File: config.mk
export PLATFORM = sky130hd
export DESIGN_NAME = shift_add_product_accumulator
export DESIGN_NICKNAME = d
export VERILOG_FILES = /design/src/rtl/shift_add_product_accumulator.sv
export SDC_FILE = /design/constraint.sdc
export NUM_CORES = 1
export LEC_CHECK = 0
export CORE_ASPECT_RATIO = 0.7
export CORE_MARGIN = 8
export CORE_UTILIZATION = 44
export DETAILED_ROUTE_END_ITERATION = 12
export DONT_BUFFER_PORTS = 1
export GPL_TIMING_DRIVEN = 1
export SKIP_LAST_GASP = 1
export SYNTH_ARGS = -nofsm -noshare
export SYNTH_HDL_FRONTEND = slang
export SYNTH_SLANG_ARGS = --single-unit
File: constraint.sdc
create_clock -name clk -period 5.4 [get_ports clk]
set_input_delay 1.62 -clock clk [delete_from_list [all_inputs] [get_ports clk]]
set_output_delay 1.62 -clock clk [all_outputs]
set_load 0.005 [all_outputs]
File: src/rtl/shift_add_product_accumulator.sv
// Saturating accumulator for a block of unsigned products.
// A block starts on an accepted start, sums len products (0 means 2^LEN_W),
// then holds the result until sum_ready is seen.
module shift_add_product_accumulator #(
    parameter int P_W   = 16,
    parameter int ACC_W = 18,
    parameter int LEN_W = 4
) (
    input  logic             clk,
    input  logic             rst,
    input  logic             start,
    input  logic [LEN_W-1:0] len,
    input  logic [P_W-1:0]   prod,
    input  logic             prod_valid,
    output logic             prod_ready,
    output logic [ACC_W-1:0] sum,
    output logic             sum_valid,
    input  logic             sum_ready,
    output logic             ovf,
    output logic             busy
);

    typedef enum logic [1:0] {
        IDLE = 2'd0,
        ACC  = 2'd1,
        DONE = 2'd2
    } state_t;

    localparam logic [ACC_W-1:0] SUM_MAX = '1;

    state_t           state;
    logic [LEN_W:0]   count;     // one extra bit so 2^LEN_W products fit
    logic [LEN_W:0]   len_q;     // block length with len=0 mapped to 2^LEN_W
    logic [LEN_W:0]   count_inc;
    logic [ACC_W:0]   sum_ext;   // carry bit flags an unclipped overflow

    assign count_inc = count + 1'b1;
    assign sum_ext   = {1'b0, sum} + {{(ACC_W + 1 - P_W){1'b0}}, prod};

    // Block controller: state, registered handshake outputs, count and saturating sum.
    // NOTE: every register here is assigned with <= so all updates see pre-edge values.
    always_ff @(posedge clk or posedge rst) begin
        if (rst) begin
            state      <= IDLE;
            sum        <= '0;
            ovf        <= 1'b0;
            count      <= '0;
            len_q      <= '0;
            prod_ready <= 1'b0;
            sum_valid  <= 1'b0;
            busy       <= 1'b0;
        end else begin
            case (state)
                IDLE: begin
                    if (start) begin
                        // len=0 encodes a full 2^LEN_W block: set the extra MSB.
                        len_q      <= {(len == '0), len};
                        sum        <= '0;
                        ovf        <= 1'b0;
                        count      <= '0;
                        state      <= ACC;
                        prod_ready <= 1'b1;
                        busy       <= 1'b1;
                    end
                end
                ACC: begin
                    if (prod_valid) begin
                        if (sum_ext[ACC_W]) begin
                            sum <= SUM_MAX;
                            ovf <= 1'b1;
                        end else begin
                            sum <= sum_ext[ACC_W-1:0];
                        end
                        count <= count_inc;
                        if (count_inc == len_q) begin
                            state      <= DONE;
                            prod_ready <= 1'b0;
                            sum_valid  <= 1'b1;
                        end
                    end
                end
                DONE: begin
                    if (sum_ready) begin
                        state     <= IDLE;
                        sum_valid <= 1'b0;
                        busy      <= 1'b0;
                    end
                end
                default: begin
                    state      <= IDLE;
                    prod_ready <= 1'b0;
                    sum_valid  <= 1'b0;
                    busy       <= 1'b0;
                end
            endcase
        end
    end

endmodule
[Word-level counts from Yosys, hierarchy flattened]
Cells that the tools add are included.
Word-level totals
  logic and storage cells: 56
  input bits: 25
  flip-flop bits (word level): 34
  output and inout port bits: 22
Operators by class
  bitwise operators: 3
  reduce and logical (&&, ||, !) cells: 10
  multiplexer cells: 25
  equal/unequal tests: 8
  $add $sub $neg: 2
Operators with widths (number)
  2-to-1 mux 18 bit: 3
  one-hot mux 18 bit (2 select lines): 1
  adder 18 x 16 -> 19 bit: 1
  AND reduction 4 bit: 4
  2-to-1 mux 5 bit: 2
  inequality test 2 bit, second input constant: 5
  one-hot mux 5 bit (2 select lines): 1
  2-to-1 mux 1 bit: 9
  one-hot mux 1 bit (3 select lines): 3
  2-to-1 mux 2 bit: 4
  one-hot mux 2 bit (3 select lines): 1
  AND reduction 3 bit: 2
  adder 5 x 1 -> 5 bit, second input constant: 1
  equality test 5 bit: 1
  logical NOT 4 bit: 1
  NOT 1 bit: 3
  equality test 2 x 1 -> 1 bit, second input constant: 1
  equality test 2 bit, second input constant: 1
  logical NOT 2 bit: 1
  one-hot mux 1 bit (2 select lines): 1
  AND reduction 2 bit: 1
  nonzero test 2 bit: 1

[Depth between registers and ports, before layout]
  word-level depth: 5
  mapped depth: 9
  depth with buffers taken out: 8

[Worst setup path after synthesis]
OpenSTA, ideal clock, no wires.
  path type: input port to flip-flop
  from: in prod[0]
  to: reg sum[12]
  path buffers: 1
  data arrival time: 3.600 ns
  cell stages on the path: 9
  library setup time: 0.124 ns
  data required time: 5.276 ns
  path slack: 1.676 ns
  cell sequence: ha_1 fa_1 a21o_1 a221oi_2 o211ai_4 a31oi_4 nor2_2 buf_6 a211o_1
Between the ends
  longest elaborated chain between the ends: 4
Ends and longest elaborated chain
  start: declaration: RTL line 13  | input logic [P_W-1:0] prod,
  adder 18 x 16 -> 19 bit: RTL line 38  | assign sum_ext = {1'b0, sum} + {{(ACC_W + 1 - P_W){1'b0}}, prod};
  2-to-1 mux 18 bit: RTL line 68  | if (sum_ext[ACC_W]) begin
  2-to-1 mux 18 bit: RTL line 67  | if (prod_valid) begin
  one-hot mux 18 bit (2 select lines): RTL line 53  | case (state)
  end signal: assignment: RTL line 72  | sum <= sum_ext[ACC_W-1:0];
  end: declaration: RTL line 16  | output logic [ACC_W-1:0] sum,
Every way passes these cells. The select of a mux whose other input is x is not followed.
A chain may end at the register's enable or synchronous reset.

[Final worst setup path]
  from: in prod[0]
  to: reg sum[4]
Same word-level chain as after synthesis.

==> metrics.csv <==
stage,metric,value,unit
status,outcome,completed,
route,DR iter-0 viols,79,
route,vias post-DR,1778,
route,Antenna Nets Post-Route,0,
logic_synthesis,synth warn,0,
floorplanning,Die Area,7800,sq um
clock_tree,CTS Sinks,34,
clock_tree,post-CTS setup buffer count,0,
logic_synthesis,area share of the largest cell type after synthesis,37.2,%
power_and_ir_drop,Max rail drop VDD,0.000268,V
route,routed len/inst,17.8,um
clock_tree,hold_buf cts,0,
logic_synthesis,"count leader, synth",dfrtp_1,
layout,FILL cells,503,
floorplanning,# IOs,47,
floorplanning,Initial Util,44.7,%
global_routing,pin count of the biggest net entering global routing,35,
clock_tree,Worst-Skew Late Latency,280,ps
power_and_ir_drop,leak pwr,1.06,nW
logic_synthesis,"Seq/Total Area, Yosys",37.2,%
layout,Register Area,851,sq um
route,Routed WL,5400,um
timing,Max Clock Freq,0.278,GHz
clock_tree,TritonCTS Buffers,5,
logic_synthesis,"top cells by area, synth","dfrtp_1 (37%), ha_1 (9.3%), a221o_1 (7.0%), xnor2_1 (5.4%), nand2_1 (4.1%)",
placed_design,post-place setup slack,1520,ps
worst_setup_path,crit path max fanout,17,
logic_synthesis,Yosys cell types,54,
route,vias per cell,5.85,
worst_setup_path,worst reg2reg setup slack,2710,ps
logic_synthesis,Commonest cells post-synth,"dfrtp_1 (34), nand2_1 (25), ha_1 (17), a221o_1 (16), xnor2_1 (14)",
layout,area of the multi-input gates,1390,sq um
global_routing,GRT Util Overall,14.8,%
worst_setup_path,CP endpoint kind,flip-flop,
layout,layout cells sized above 1,11.2,%
global_routing,grt total ovfl,0,
placed_design,Port Buffers,0,
timing,Slew @ Worst Pin,755,ps
worst_setup_path,Worst setup SP type,input pin,
layout,final core utilization,48.1,%
clock_tree,CTS root buf,clkbuf_8,
logic_synthesis,"Primary FF master, synth",dfrtp_1,
placed_design,HPWL Detailed,3900,um
global_routing,vias in the first global route,1827,
floorplanning,Die Height,76.3,um
layout,area delta synth->final,7.60,%
timing,Tmin final,3590,ps
worst_setup_path,Crit Path Class,input pin to flip-flop,
logic_synthesis,Post-synth ARST share,100,%
timing,WHS,498,ps
clock_tree,H-tree Lvls,2,
timing,Final Hold Vio Count,0,
floorplanning,FP Rows,22,
clock_tree,clk buf depth,2,
clock_tree,CTS tree,built,
power_and_ir_drop,cell area power density,635,nW/um^2
min_path,HP Class,flip-flop to flip-flop,
logic_synthesis,Mapped Cells,228,
timing,Slew HR,49.6,%
route,# DRC,0,
timing,RSZ-0062 raised after global routing,false,
global_routing,first-pass GRT wire length,9240,um
logic_synthesis,post-synth net total,271,
logic_synthesis,Post-Syn Area per Cell,10.0,sq um
floorplanning,Core ar.,5120,sq um
timing,final count of pins violating max slew,0,
layout,Final nets,274,
logic_synthesis,synthesized area,2290,sq um
timing,setup TNS,0,ps
route,DRT Pass-1 Iters,4,
layout,ANT cells,0,
job,number of max-cap violations,0,
timing,Tcrit/Tclk final,66.5,%
placed_design,gpl congestion,0.847,
floorplanning,die width,102,um
worst_setup_path,"Arr. time, crit path",3760,ps
clock_tree,"Reg clk slew, reported paths",80,ps
clock_tree,number of gates resized after CTS,0,
logic_synthesis,register bit count reported by yosys,34,
timing,final worst-path setup slack,1810,ps
logic_synthesis,leading area contributor after synthesis,dfrtp_1,
timing,Clock Skews,8.83,ps
worst_setup_path,CP required,5570,ps
timing,Finish-stage setup viols,0,
logic_synthesis,Post-synth EDFFs,0,
global_routing,initial antenna violation count,0,
==> kinds of logic (layout without fill, tap and decap cells) <==
group / Yosys count / in the layout / synth area share (%)
AO/OA/AOI/OAI: 73 / 73 / 26.2
AND/OR/NAND/NOR: 68 / 68 / 14.9
flip-flops: 34 / 34 / 37.2
XOR/XNOR: 22 / 22 / 8.42
adder cells (fa/ha/maj): 18 / 18 / 10.2
buffers and inverters: 11 / 15 / 2.13
multiplexers: 2 / 2 / 0.930
==> worst max-delay path: stages <==
cell and delay [ps]:
ha_1 210, fa_1 410, a21o_1 220, a221oi_2 430, o211ai_4 180, a31oi_4 210
nor2_2 170, a221o_1 310
==> path summary, 6_finish.rpt <==
kind                       endpoint  cells past startpoint      from
min                        len_q[1]                      2  len_q[1]
min reg2reg                len_q[1]                      2  len_q[1]
max                          sum[4]                      8   prod[0]
min in group asynchronous    sum[0]                      2       rst
max reg2reg                  sum[4]                      8    sum[0]
max in group asynchronous  len_q[1]                      2       rst
==> sequential cells by signal, indices dropped and copies added, names as in the netlist <==
name	cells
count	5
len_q	5
sum	18
sum_valid	1
ovf	1
busy	1
prod_ready	1
state	2
==> placed cells by master, fill, tap and decap left out, drive strengths merged, types with 3 or more instances in the layout <==
master,n
nand2,26
a221o,16
clkbuf,6
inv,4
o211ai,4
a21o,3
nand3,7
xor2,8
o21ai,14
dfrtp,34
nor3,3
buf,3
or2,4
ha,17
xnor2,14
o21a,3
nor2,11
a21oi,12
a31oi,4
and2,3
==> layout make-up <==
class	count	share of cell area (%)
inverter	4	0.610
timing repair buffer	3	0.915
tap	72	3.66
clock inverter	2	0.508
clock buffer	6	3.36
sequential	34	34.6
multi-input combinational	183	56.4
==> per-layer routing <==
| metal | share of wire [%] | track usage, % | vias to the layer above |
|---|---|---|---|
| met4 | 0.61 | 3.07 | 0 |
| li1 | - | - | 869 |
| met1 | 50 | 20.6 | 856 |
| met3 | 7.9 | 5.38 | 4 |
| met2 | 42 | 21.4 | 49 |
| met5 | 0 | 0 | - |
==> where the power goes <==
| group | total [mW] | internal [mW] | switching [mW] | leakage, nW |
|---|---|---|---|---|
| sequential | 0.497 | 0.369 | 0.127 | 0.421 |
| combinational | 0.864 | 0.408 | 0.456 | 0.590 |
| clock | 0.202 | 0.103 | 0.0997 | 0.0472 |
==> per-stage QoR <==
stage                     area (sq um)  total power [mW]  cells
after floorplan                   2290              1.19    228
after global placement            2370              1.36    296
after detailed placement          2370              1.36    296
after CTS                         2460              1.57    304
after global routing              2460              1.71    304
final                             2460              1.56    304
Note: power is estimated with default switching activity, not from simulation.
